## config.mk

```make
export PLATFORM = sky130hd
export DESIGN_NAME = conv_stream_sequencer
export DESIGN_NICKNAME = d
export VERILOG_FILES = /design/src/rtl/conv_pkg.sv /design/src/rtl/conv_pos_tracker.sv /design/src/rtl/conv_stream_sequencer.sv
export SDC_FILE = /design/constraint.sdc
export NUM_CORES = 1
export LEC_CHECK = 0
export CORE_AREA = 2 2 167 169
export DETAILED_ROUTE_END_ITERATION = 7
export DIE_AREA = 0 0 169 171
export PLACE_DENSITY = 0.7
export SLEW_MARGIN = 10
export SYNTH_ARGS = -nofsm -noshare
export SYNTH_HDL_FRONTEND = slang
export SYNTH_SLANG_ARGS = --single-unit
```

## constraint.sdc

```tcl
create_clock -name clk -period 3.92 [get_ports clk]
set_input_delay 0.392 -clock clk [delete_from_list [all_inputs] [get_ports clk]]
set_output_delay 0.392 -clock clk [all_outputs]
set_load 0.01 [all_outputs]
```

## src/rtl/conv_pkg.sv

```systemverilog
// Shared types and helpers for the convolution stream sequencer.
package conv_pkg;

    typedef enum logic [2:0] {IDLE, FLUSH, STREAM, DRAIN, DONE} state_t;

    // Window positions per axis for an n-wide frame, k-wide kernel, stride s.
    function automatic int out_dim(input int n, input int k, input int s);
        return (n - k) / s + 1;
    endfunction

endpackage

```

## src/rtl/conv_pos_tracker.sv

```systemverilog
// Raster row/col tracker; flags pixels that complete a legal k x k window at stride s.
module conv_pos_tracker
    import conv_pkg::*;
#(
    parameter int n = 416,
    parameter int k = 3,
    parameter int s = 1
) (
    input  logic clk,
    input  logic rst_n,
    input  logic clr,
    input  logic adv,
    output logic win_valid,
    output logic last_px
);

    localparam int RW = $clog2(n);
    localparam int PW = (s > 1) ? $clog2(s) : 1;

    logic [RW-1:0] row;
    logic [RW-1:0] col;
    logic [PW-1:0] row_ph;
    logic [PW-1:0] col_ph;
    logic          col_end;
    logic          row_end;

    assign col_end = (col == RW'(n - 1));
    assign row_end = (row == RW'(n - 1));

    // Phase counters restart at k-1 so phase 0 marks every s-th position after it.
    function automatic logic [PW-1:0] step(input logic [PW-1:0] ph);
        return (ph == PW'(s - 1)) ? '0 : ph + PW'(1);
    endfunction

    always_ff @(posedge clk or negedge rst_n) begin
        if (!rst_n) begin
            row    <= '0;
            col    <= '0;
            row_ph <= '0;
            col_ph <= '0;
        end else if (clr) begin
            row    <= '0;
            col    <= '0;
            row_ph <= '0;
            col_ph <= '0;
        end else if (adv) begin
            if (col_end) begin
                col    <= '0;
                col_ph <= '0;
                if (row_end) begin
                    row    <= '0;
                    row_ph <= '0;
                end else begin
                    row    <= row + RW'(1);
                    row_ph <= (row >= RW'(k - 1)) ? step(row_ph) : '0;
                end
            end else begin
                col    <= col + RW'(1);
                col_ph <= (col >= RW'(k - 1)) ? step(col_ph) : '0;
            end
        end
    end

    assign win_valid = (row >= RW'(k - 1)) && (col >= RW'(k - 1)) &&
                       (row_ph == '0) && (col_ph == '0);
    assign last_px   = row_end && col_end;

endmodule

```

## src/rtl/conv_stream_sequencer.sv

```systemverilog
// Frame sequencer around the convolver: config latch, line-buffer flush, per-pixel
// enable and a single-word valid/ready output stage.
module conv_stream_sequencer
    import conv_pkg::*;
#(
    parameter int N = 16,
    parameter int n = 416,
    parameter int k = 3,
    parameter int s = 1
) (
    input  logic             clk,
    input  logic             rst_n,
    input  logic             start,
    input  logic [k*k*N-1:0] cfg_weight,
    input  logic [N-1:0]     cfg_gamma,
    input  logic [N-1:0]     cfg_beta,
    input  logic             s_valid,
    output logic             s_ready,
    input  logic [N-1:0]     s_data,
    output logic             conv_rst,
    output logic             conv_en,
    output logic [N-1:0]     conv_act,
    output logic [k*k*N-1:0] conv_weight,
    output logic [N-1:0]     conv_gamma,
    output logic [N-1:0]     conv_beta,
    input  logic [N-1:0]     conv_out,
    output logic             m_valid,
    input  logic             m_ready,
    output logic [N-1:0]     m_data,
    output logic             busy,
    output logic             done
);

    localparam int O  = out_dim(n, k, s);
    localparam int OO = O * O;
    localparam int CW = $clog2(OO + 1);

    state_t        state;
    state_t        state_nx;
    logic          pend;
    logic [CW-1:0] out_cnt;
    logic          win_valid;
    logic          last_px;
    logic          accept;
    logic          out_free;
    logic          capture;

    assign out_free = !m_valid || m_ready;
    assign capture  = pend && out_free;
    // Hold off the line buffer while a result it would overwrite is still uncaptured.
    assign s_ready  = (state == STREAM) && (!pend || out_free);
    assign accept   = s_valid && s_ready;

    assign conv_en  = accept;
    assign conv_act = s_data;
    assign conv_rst = (state == FLUSH);
    assign busy     = (state != IDLE);
    assign done     = (state == DONE);

    conv_pos_tracker #(.n(n), .k(k), .s(s)) u_pos (
        .clk       (clk),
        .rst_n     (rst_n),
        .clr       (state == FLUSH),
        .adv       (accept),
        .win_valid (win_valid),
        .last_px   (last_px)
    );

    always_ff @(posedge clk or negedge rst_n) begin
        if (!rst_n) state <= IDLE;
        else        state <= state_nx;
    end

    always_comb begin
        state_nx = state;
        case (state)
            IDLE:    if (start) state_nx = FLUSH;
            FLUSH:   state_nx = STREAM;
            STREAM:  if (accept && last_px) state_nx = DRAIN;
            DRAIN:   if (!pend && out_cnt == CW'(OO) && out_free) state_nx = DONE;
            DONE:    state_nx = IDLE;
            default: state_nx = IDLE;
        endcase
    end

    always_ff @(posedge clk or negedge rst_n) begin
        if (!rst_n) begin
            conv_weight <= '0;
            conv_gamma  <= '0;
            conv_beta   <= '0;
        end else if (state == IDLE && start) begin
            conv_weight <= cfg_weight;
            conv_gamma  <= cfg_gamma;
            conv_beta   <= cfg_beta;
        end
    end

    always_ff @(posedge clk or negedge rst_n) begin
        if (!rst_n) begin
            pend    <= 1'b0;
            out_cnt <= '0;
            m_valid <= 1'b0;
            m_data  <= '0;
        end else begin
            if (state == FLUSH) begin
                pend    <= 1'b0;
                out_cnt <= '0;
            end else begin
                // A new window accept re-arms pend even in the cycle the old one is captured.
                if (accept && win_valid) pend <= 1'b1;
                else if (capture)        pend <= 1'b0;
                if (capture) out_cnt <= out_cnt + CW'(1);
            end
            if (capture) begin
                m_valid <= 1'b1;
                m_data  <= conv_out;
            end else if (m_ready) begin
                m_valid <= 1'b0;
            end
        end
    end

endmodule

```

# == Word-level counts from Yosys, hierarchy flattened ==
# Index checks and enable logic that the tools add are counted.
# totals
reg_bits,235
latch_bits,0
mem_bits_rw,0
romBits,0
input_bits,213
output_inout_bits,214
n_memories,0
# classes
addsub,5
mul,0
div_mod_pow,0
magnitude_cmp,2
n_eq_ne,10
shifts,0
mux,29
bitwise,2
reduce_logical,25
# op_table
op,count
$mux 9,7
$mux 18,2
$add 18x1->18 const B,1
$add 9x1->9 const B,2
$eq 18x18->1 const B,1
$eq 9x9->1 const B,2
$ge 9x2->1 const B,2
$mux 1,16
$logic_and 1x1->1,12
$pmux 3 s4,1
$mux 3,3
$reduce_bool 2->1,4
$eq 3x2->1 const B,2
$reduce_bool 3->1,2
$ne 2x2->1 const B,2
$eq 3x1->1 const B,1
$eq 3x3->1 const B,1
$logic_not 3->1,1
$reduce_and 3->1,1
$add 1x1->1 const B,2
$logic_not 1->1,2
$logic_or 1x1->1,2
$ne 2x1->1 const B,1
$not 1->1,2
$reduce_and 2->1,1

# == Logic depth before layout (Yosys ltp) ==
# Gate-level depths: netlist (run 1).
# logic_depth
ltp_word,8
mapped_depth,8

# == By module ==
# Synthesis (run 1) repeated with hierarchy kept, for this count alone.
# unflattened
cells_unflattened,1052
area_unflattened_um2,9643.0
# by_module_without_submodules
mod,n_inst,cells_each,area_each_um2
conv_stream_sequencer,1,933,8540.7
conv_pos_tracker,1,119,1102.3

# == Worst setup path after synthesis (run 1) ==
# Ideal clock, no wire load.
# synth_timing
path_kind,reg2reg
from,reg u_pos.col[1]
to,reg u_pos.row[6]
setup_time_ps,129
arrival_ps,1777
setup_slack_ps,2013
stages_incl_launch_ff,8
n_path_buf,1
period_less_slack_ps,1907
cell_sequence,dfrtp_1 -> ha_1 -> nand2_1 -> or4_1 -> buf_2 -> nor4_4 -> xnor2_1 -> nor2_2
# synth_between
elab_chain_cells,3
# synth_lines
element,line_no,source
start: declaration,conv_pos_tracker.sv:21,logic [RW-1:0] col;
start signal: assignment,conv_pos_tracker.sv:58,col <= col + RW'(1);
$eq 9x9->1,conv_pos_tracker.sv:27,assign col_end = (col == RW'(n - 1));
$reduce_bool 2->1 (no source line),-,
$reduce_and 2->1 (no source line),-,
end signal: assignment,conv_pos_tracker.sv:54,row <= row + RW'(1);
end: declaration,conv_pos_tracker.sv:20,logic [RW-1:0] row;
# No other way between the ends.
# A chain may end at the register's enable or synchronous reset.

# == Worst setup path in the final report (run 1) ==
# layout_timing
from,reg pend
to,out conv_en
# layout_between
elab_chain_cells,4
# layout_lines
element,line_no,source
start: declaration,conv_stream_sequencer.sv:40,logic pend;
start signal: assignment,conv_stream_sequencer.sv:100,pend <= 1'b0;
start signal: assignment,conv_stream_sequencer.sv:106,pend <= 1'b0;
start signal: assignment,conv_stream_sequencer.sv:110,if (accept && win_valid) pend <= 1'b1;
$logic_not 1->1,conv_stream_sequencer.sv:51,assign s_ready = (state == STREAM) && (!pend || out_free);
$logic_or 1x1->1,conv_stream_sequencer.sv:51,
$logic_and 1x1->1,conv_stream_sequencer.sv:51,
$logic_and 1x1->1,conv_stream_sequencer.sv:52,assign accept = s_valid && s_ready;
end: declaration,conv_stream_sequencer.sv:21,"output logic conv_en,"
# No other way between the ends.

==> results of run 1 <==
## layout make-up
type	instances	area (µm²)
multi-input cells	733	3360
flip-flops and latches	233	5830
inverters	10	37.5
repair buffers	403	4060
well taps	346	433
clock buffers	39	791
fillers	2444	12800
clock inverters	5	58.8
## power by group
part / switching, mW / internal, mW / total [mW]
logic: 0.0755 / 0.176 / 0.252
registers: 0 / 2.41 / 2.41
clock network: 0.973 / 1.45 / 2.42
## metal layers
layer  up-vias  routed length (µm)
met4         0                 765
met5         -                   0
met2       272               13300
met1      3790               11000
li1       3979                   -
met3        57                2280
## sequential cells by signal, indices dropped and copies added (netlist names)
| register | count |
|---|---|
| conv_beta | 16 |
| conv_gamma | 16 |
| conv_weight | 144 |
| m_data | 16 |
| m_valid | 1 |
| out_cnt | 18 |
| pend | 1 |
| state | 3 |
| u_pos.col | 9 |
| u_pos.row | 9 |
## logic make-up (layout without fill, tap and decap cells)
logic type,count (synthesis),in the layout
buffers and inverters,77,457
AOI/OAI and AO/OA,27,27
DFF,233,233
and+or+nand+nor,657,657
muxes,19,19
xor gates and xnor gates,24,24
adders and majority gates,6,6
## synth_stat cells
cell / n / area, µm²
nand2_1: 548 / 2060
or4_1: 1 / 7.51
nand4_2: 1 / 12.5
a21oi_1: 9 / 45.0
nor2_1: 36 / 135
a211oi_1: 2 / 15.0
buf_4: 17 / 128
nor2_2: 1 / 6.26
a22oi_1: 1 / 7.51
o21ai_0: 6 / 30.0
mux2i_1: 1 / 10.0
mux2_2: 18 / 203
xor2_1: 10 / 87.6
and2_1: 2 / 12.5
a311oi_1: 1 / 8.76
nor4b_1: 2 / 17.5
inv_1: 10 / 37.5
nor3b_2: 1 / 12.5
o211ai_1: 1 / 7.51
a21o_1: 1 / 7.51
o31ai_1: 4 / 30.0
nand4bb_1: 1 / 11.3
nor4_1: 8 / 50.1
xnor2_1: 14 / 123
nand3_1: 17 / 85.1
nand3b_1: 2 / 15.0
clkbuf_1: 29 / 109
or3_1: 1 / 6.26
and3_1: 5 / 31.3
nand4_1: 10 / 62.6
nand2b_1: 3 / 18.8
o2111ai_1: 2 / 17.5
nor4_4: 1 / 21.3
and4_1: 2 / 17.5
nor3_1: 11 / 55.1
dfrtp_1: 233 / 5830
nor4b_2: 1 / 15.0
nor2b_1: 1 / 6.26
buf_2: 21 / 105
ha_1: 6 / 75.1
nor3b_1: 1 / 7.51
nor2_4: 1 / 11.3
## stage by stage
stage	hold slack [ns]	setup slack, ns	area, µm²	std cells	power, mW
after floorplan	0.0964	2.01	9550	1043	2.47
after global placement	0.456	0.985	13700	1724	2.70
after detailed placement	0.461	0.971	13700	1724	2.70
after CTS	0.373	0.807	14600	1769	5.15
after global routing	0.378	0.647	14600	1769	5.27
final	0.396	0.861	14600	1769	5.08
## worst max-delay path, delay by kind of cell, from the launching register on
family	cells	cell delay [ns]
flops	1	0.46
simple gates	2	0.60
buf+inv	2	1.08
## worst paths after layout
kind                                             startpoint                     endpoint  slack (ns)
worst max register to register         state[1]$_DFFE_PN0P_    conv_gamma[7]$_DFFE_PN0P_        1.35
max in group asynchronous                             rst_n  conv_weight[79]$_DFFE_PN0P_        2.50
min in group asynchronous                             rst_n  conv_weight[46]$_DFFE_PN0P_        0.50
worst max-delay path                       pend$_DFFE_PN0P_                      conv_en        0.86
worst min-delay path                         cfg_weight[58]  conv_weight[58]$_DFFE_PN0P_        0.40
worst min register to register  conv_weight[16]$_DFFE_PN0P_  conv_weight[16]$_DFFE_PN0P_        0.47
==> metrics.md, run 1 <==
| Metric | Value |
|---|---|
| RePlAce Congestion | 0.812 |
| Core Area | 27300 µm² |
| Register bit total from synthesis | 233 |
| Post-CTS sizing | 0 |
| Post-synthesis mux area share | 2.23% |
| Final Cycle Share | 78.0% |
| Clock Tree Buf Depth | 3 |
| Synth unique cells | 42 |
| CP Data Arrival Time | 2.67 ns |
| Synth Area in Compound Gates | 1.77% |
| Rows | 61 |
| Seq/Total Area, Yosys | 61.0% |
| Hold crit path type | input port to register |
| Reg clk slew, reported paths | 0.06 ns |
| Vias in the first global route | 8067 |
| Initial Util | 35.0% |
| Final setup violation count | 0 |
| Synth Instances | 1043 |
| Clk Latency, worst-skew pair | 0.52 ns |
| CP required | 3.53 ns |
| # clock sinks | 233 |
| Post-synthesis xor/xnor area fraction | 2.20% |
| Post-layout net count | 1627 |
| Num CTS Buffers | 27 |
| Critical path peak fanout | 12 |
| Final Slew Violations | 0 |
| Leakage Power | 7.14 nW |
| M3 GR Usage | 5.67% |
| Post-Syn Area per Cell | 9.16 µm² |
| Root Buffer | clkbuf_16 |
| Outcome | finished clean |
| RSZ-0062 raised after global routing | no |
| Worst reg2reg path depth | 5 |
| DP HPWL | 19.1 mm |
| Crit. End Element | output port |
| M1 GR Usage | 22.5% |
| Iter 0 DRT Violations | 459 |
| Hold buffers post-CTS | 1 |
| Startpoint Class | register |
| Area Growth Syn to Fin | 52.5% |
| CTS H-tree depth | 1 |
| Most frequent cells in the layout | nand2_1, clkdlybuf4s50_1, dfrtp_1, nor2_1, clkbuf_16 |
| Hold Fails Final Rpt | 0 |
| Syn Nets | 1262 |
| Postcts setup bufs | 0 |
| Die W | 169 µm |
| Synth Area in Adders | 0.786% |
| MaxCap Viol Count | 0 |
| Least-Margin Pin Slew | 0.966 ns |
| Peak supply drop | 0.000278 V |
| Die area | 28900 µm² |
| Post-synthesis simple-gate area fraction | 28.0% |
| GRT Util Overall | 18.2% |
| Synthesized area | 9550 µm² |
| Largest net degree at the start of global routing | 107 |
| DR vias/cell | 4.58 |
| ANT nets after route | 0 |
| Largest family of logic cells by synthesized area | simple AND/OR/NAND/NOR gates |
| Ratio of cells with drive above 1 in the final layout | 5.20% |
| Clock Skews | 0.00962 ns |
| Post-Route Setup TNS | 0 ns |
| Most common cell after layout, fill and taps aside | nand2_1 |
| Io pins | 427 |
| Total global routing overflow | 0 |
| Diodes inserted | 0 |
| DRC | 0 |
| Vias | 8098 |
| Total Wirelength | 27.3 mm |
| TritonCTS clock tree | done |
| Port Buf Inserts | 394 |
| Met2 GRT Util | 30.6% |
| Core Util, Final | 53.3% |
| GR peak layer | met2 |
| Yosys warns | 0 |
| Rel. slew slack | 35.6% |
| DIE HEIGHT | 171 µm |
| DR pass1 iterations | 4 |
| Crit path kind | register to output port |
| Cell breakdown of the critical path | nand3b_1 > nand4_1 > inv_1 > clkdlybuf4s50_1 |
| Fmax | 327 MHz |
| First-pass GRT wire length | 42.6 mm |
| Critical-path top delay cell | clkdlybuf4s50_1 |
| PwrDens | 349 nW/µm² |
| WL per Instance | 15.4 µm |
| Initial antenna violation count | 0 |
| Clock period minus worst slack | 3.06 ns |
| WHS Path Cells | 3 |
| Worst stage delay on the critical path | 0.62 ns |
(Power assumes the default switching activity.)
==> inputs of run 2 (changes only) <==
==> constraint.sdc (replaced) <==
create_clock -name clk -period 3.15 [get_ports clk]
set_input_delay 0.315 -clock clk [delete_from_list [all_inputs] [get_ports clk]]
set_output_delay 0.315 -clock clk [all_outputs]
set_load 0.01 [all_outputs]
==> run 2 against run 1 <==
Non-clock buffer count is 5 higher. Register-to-register slack worse by 0.45 ns. Final cell count is 0.45% higher. Design area is 0.21% higher. Hold slack worse by 0.084 ns. Sequential share of layout area is 0.086 points lower. Count of clock-buffer cells in the layout is 3 lower. Die area stayed put. Via count is 0.65% higher. Core utilization is 0.11 points higher. Highest routed layer unchanged.
==> metrics.md, run 2 (synthesis results as in run 1) <==
| Metric | Value |
|---|---|
| Peak supply drop | 0.000302 V (+9.0%) |
| DRC | 0 (unchanged) |
| RePlAce Congestion | 0.798 (-1.7%) |
| Most common cell after layout, fill and taps aside | nand2_1 |
| Largest net degree at the start of global routing | 96 (-10%) |
| Multi-input logic area | 3360 µm² (unchanged) |
| Clock Power Share | 47.4% (-0.3 points) |
| Switching portion of total power | 21.1% (+0.43 points) |
| DR vias/cell | 4.59 (+0.20%) |
| Hold buffers post-CTS | 1 (unchanged) |
| Final setup violation count | 0 (unchanged) |
| RSZ-0062 raised after global routing | no |
| Int Pwr | 4.96 mW (+23%) |
| Initial antenna violation count | 0 (unchanged) |
| Vias in the first global route | 8001 (-0.82%) |
| Least-Margin Pin Slew | 1.05 ns (+0.0817 ns) |
| Hold Fails Final Rpt | 0 (unchanged) |
| Max reg flops | 144 (unchanged) |
| Rows | 61 (unchanged) |
| Final Cycle Share | 80.2% |
| CTS H-tree depth | 1 (unchanged) |
| Hold crit path type | input port to register |
| CP required | 2.83 ns (-0.70 ns) |
| Ratio of cells with drive above 1 in the final layout | 5.73% (+0.53 points) |
| Io pins | 427 (unchanged) |
| Cell breakdown of the critical path | nand3b_1 > nand4_1 > inv_1 > clkdlybuf4s50_1 |
| Seq pwr share | 47.6% (+0.3 points) |
| Worst reg2reg path depth | 5 (unchanged) |
| Layout fillers | 2456 (+0.49%) |
| Diodes inserted | 0 (unchanged) |
| Clock Skews | 0.0118 ns (+0.00217 ns) |
| Pwr Total | 6.29 mW (+24%) |
| R2R setup slack | 0.90 ns (-0.45 ns) |
| Initial Util | 35.0% (unchanged) |
| Total Wirelength | 27.6 mm (+0.99%) |
| Root Buffer | clkbuf_16 |
| Iter 0 DRT Violations | 479 (+4.4%) |
| GRT Util Overall | 18.6% (+0.37 points) |
| # clock sinks | 233 (unchanged) |
| Rel. slew slack | 30.1% (-5.4 points) |
| Critical path peak fanout | 12 (unchanged) |
| Startpoint Class | register |
| Post-CTS sizing | 0 (unchanged) |
| Area Growth Syn to Fin | 52.8% |
| Crit path kind | register to output port |
| Die area | 28900 µm² (unchanged) |
| Total global routing overflow | 0 (unchanged) |
| Post-layout net count | 1632 (+0.31%) |
| Port Buf Inserts | 394 (unchanged) |
| Reg clk slew, reported paths | 0.06 ns (about the same) |
| Outcome | finished clean |
| GR peak layer | met2 |
| Die W | 169 µm (unchanged) |
| Largest Register | conv_weight |
| Most frequent cells in the layout | nand2_1, clkdlybuf4s50_1, dfrtp_1, nor2_1, clkbuf_16 |
| DIE HEIGHT | 171 µm (unchanged) |
| DR pass1 iterations | 4 (unchanged) |
| Postcts setup bufs | 0 (unchanged) |
| Leakage Power | 7.16 nW (+0.29%) |
| MaxCap Viol Count | 0 (unchanged) |
| Combinational power share | 5.0% (about the same) |
| Met2 GRT Util | 30.4% (-0.18 points) |
| Fmax | 396 MHz |
| WL per Instance | 15.5 µm (+0.53%) |
| Clock Tree Buf Depth | 3 (unchanged) |
| First-pass GRT wire length | 43.3 mm (+1.7%) |
| M3 GR Usage | 5.81% (+0.14 points) |
| Post-Route Setup TNS | 0 ns (unchanged) |
| ANT nets after route | 0 (unchanged) |
| Vias | 8151 (+0.65%) |
| WHS Path Cells | 3 (unchanged) |
| Clk Latency, worst-skew pair | 0.52 ns (about the same) |
| M1 GR Usage | 23.9% (+1.4 points) |
| Net Sw Power | 1.32 mW (+26%) |
| Clock period minus worst slack | 2.53 ns |
| Final Slew Violations | 0 (unchanged) |
| CP Data Arrival Time | 2.21 ns (-0.46 ns) |
| Crit. End Element | output port |
| Critical-path top delay cell | clkdlybuf4s50_1 |
| TritonCTS clock tree | done |
| DP HPWL | 19.2 mm (+0.58%) |
| Sequential Area | 5830 µm² (unchanged) |
| PwrDens | 431 nW/µm² (+23%) |
| Core Area | 27300 µm² (unchanged) |
| Num CTS Buffers | 27 (unchanged) |
| Worst stage delay on the critical path | 0.62 ns (about the same) |
| Biggest regs | conv_weight x144, out_cnt x18 |
-- run 2: area by class of cell --
cell class	instances	area share, %
well taps	346	2.97
repair buffers	408	28.0
multi-input cells	733	23.0
clock buffers	36	5.13
clock inverters	11	0.643
inverters	10	0.257
flip-flops and latches	233	39.9
-- run 2: worst paths after layout --
kind / startpoint / end
worst min register to register: conv_weight[118]$_DFFE_PN0P_ / conv_weight[118]$_DFFE_PN0P_
worst min-delay path: cfg_weight[4] / conv_weight[4]$_DFFE_PN0P_
max in group asynchronous: rst_n / conv_weight[82]$_DFFE_PN0P_
worst max register to register: state[1]$_DFFE_PN0P_ / conv_weight[143]$_DFFE_PN0P_
min in group asynchronous: rst_n / conv_weight[51]$_DFFE_PN0P_
worst max-delay path: pend$_DFFE_PN0P_ / conv_en
-- run 2: per-stage QoR --
stage | area, µm² | hold slack (ns) | cells | worst slack [ns] | util [%]
after floorplan | 9550 | 0.0194 | 1043 | 1.24 | -
after global placement | 13700 | 0.362 | 1729 | 0.846 | 50.3
after detailed placement | 13700 | 0.365 | 1729 | 0.863 | 50.3
after CTS | 14600 | 0.283 | 1777 | 0.603 | 53.4
after global routing | 14600 | 0.300 | 1777 | 0.473 | 53.4
final | 14600 | 0.311 | 1777 | 0.623 | 53.4
-- run 2: per-layer routing --
metal	share of wire [%]	up-vias
li1	-	4001
met1	41	3822
met2	48	280
met3	8.6	48
met4	2.2	0
met5	0	-
-- run 2: power groups by stage --
stage          clock (mW)  combinational [mW]  sequential (mW)
2_1_floorplan           0              0.0240             3.05
4_1_cts              3.08               0.322             2.99
6_report             2.98               0.315             2.99
3_3_place_gp            0               0.318             3.05
5_1_grt              3.21               0.345             2.99
3_5_place_dp            0               0.318             3.05
-- run 2: worst max-delay path, delay by kind of cell (launching register included) --
| kind | cells | cell delay [ns] |
|---|---|---|
| buf+inv | 2 | 0.93 |
| flops | 1 | 0.47 |
| simple gates | 2 | 0.30 |
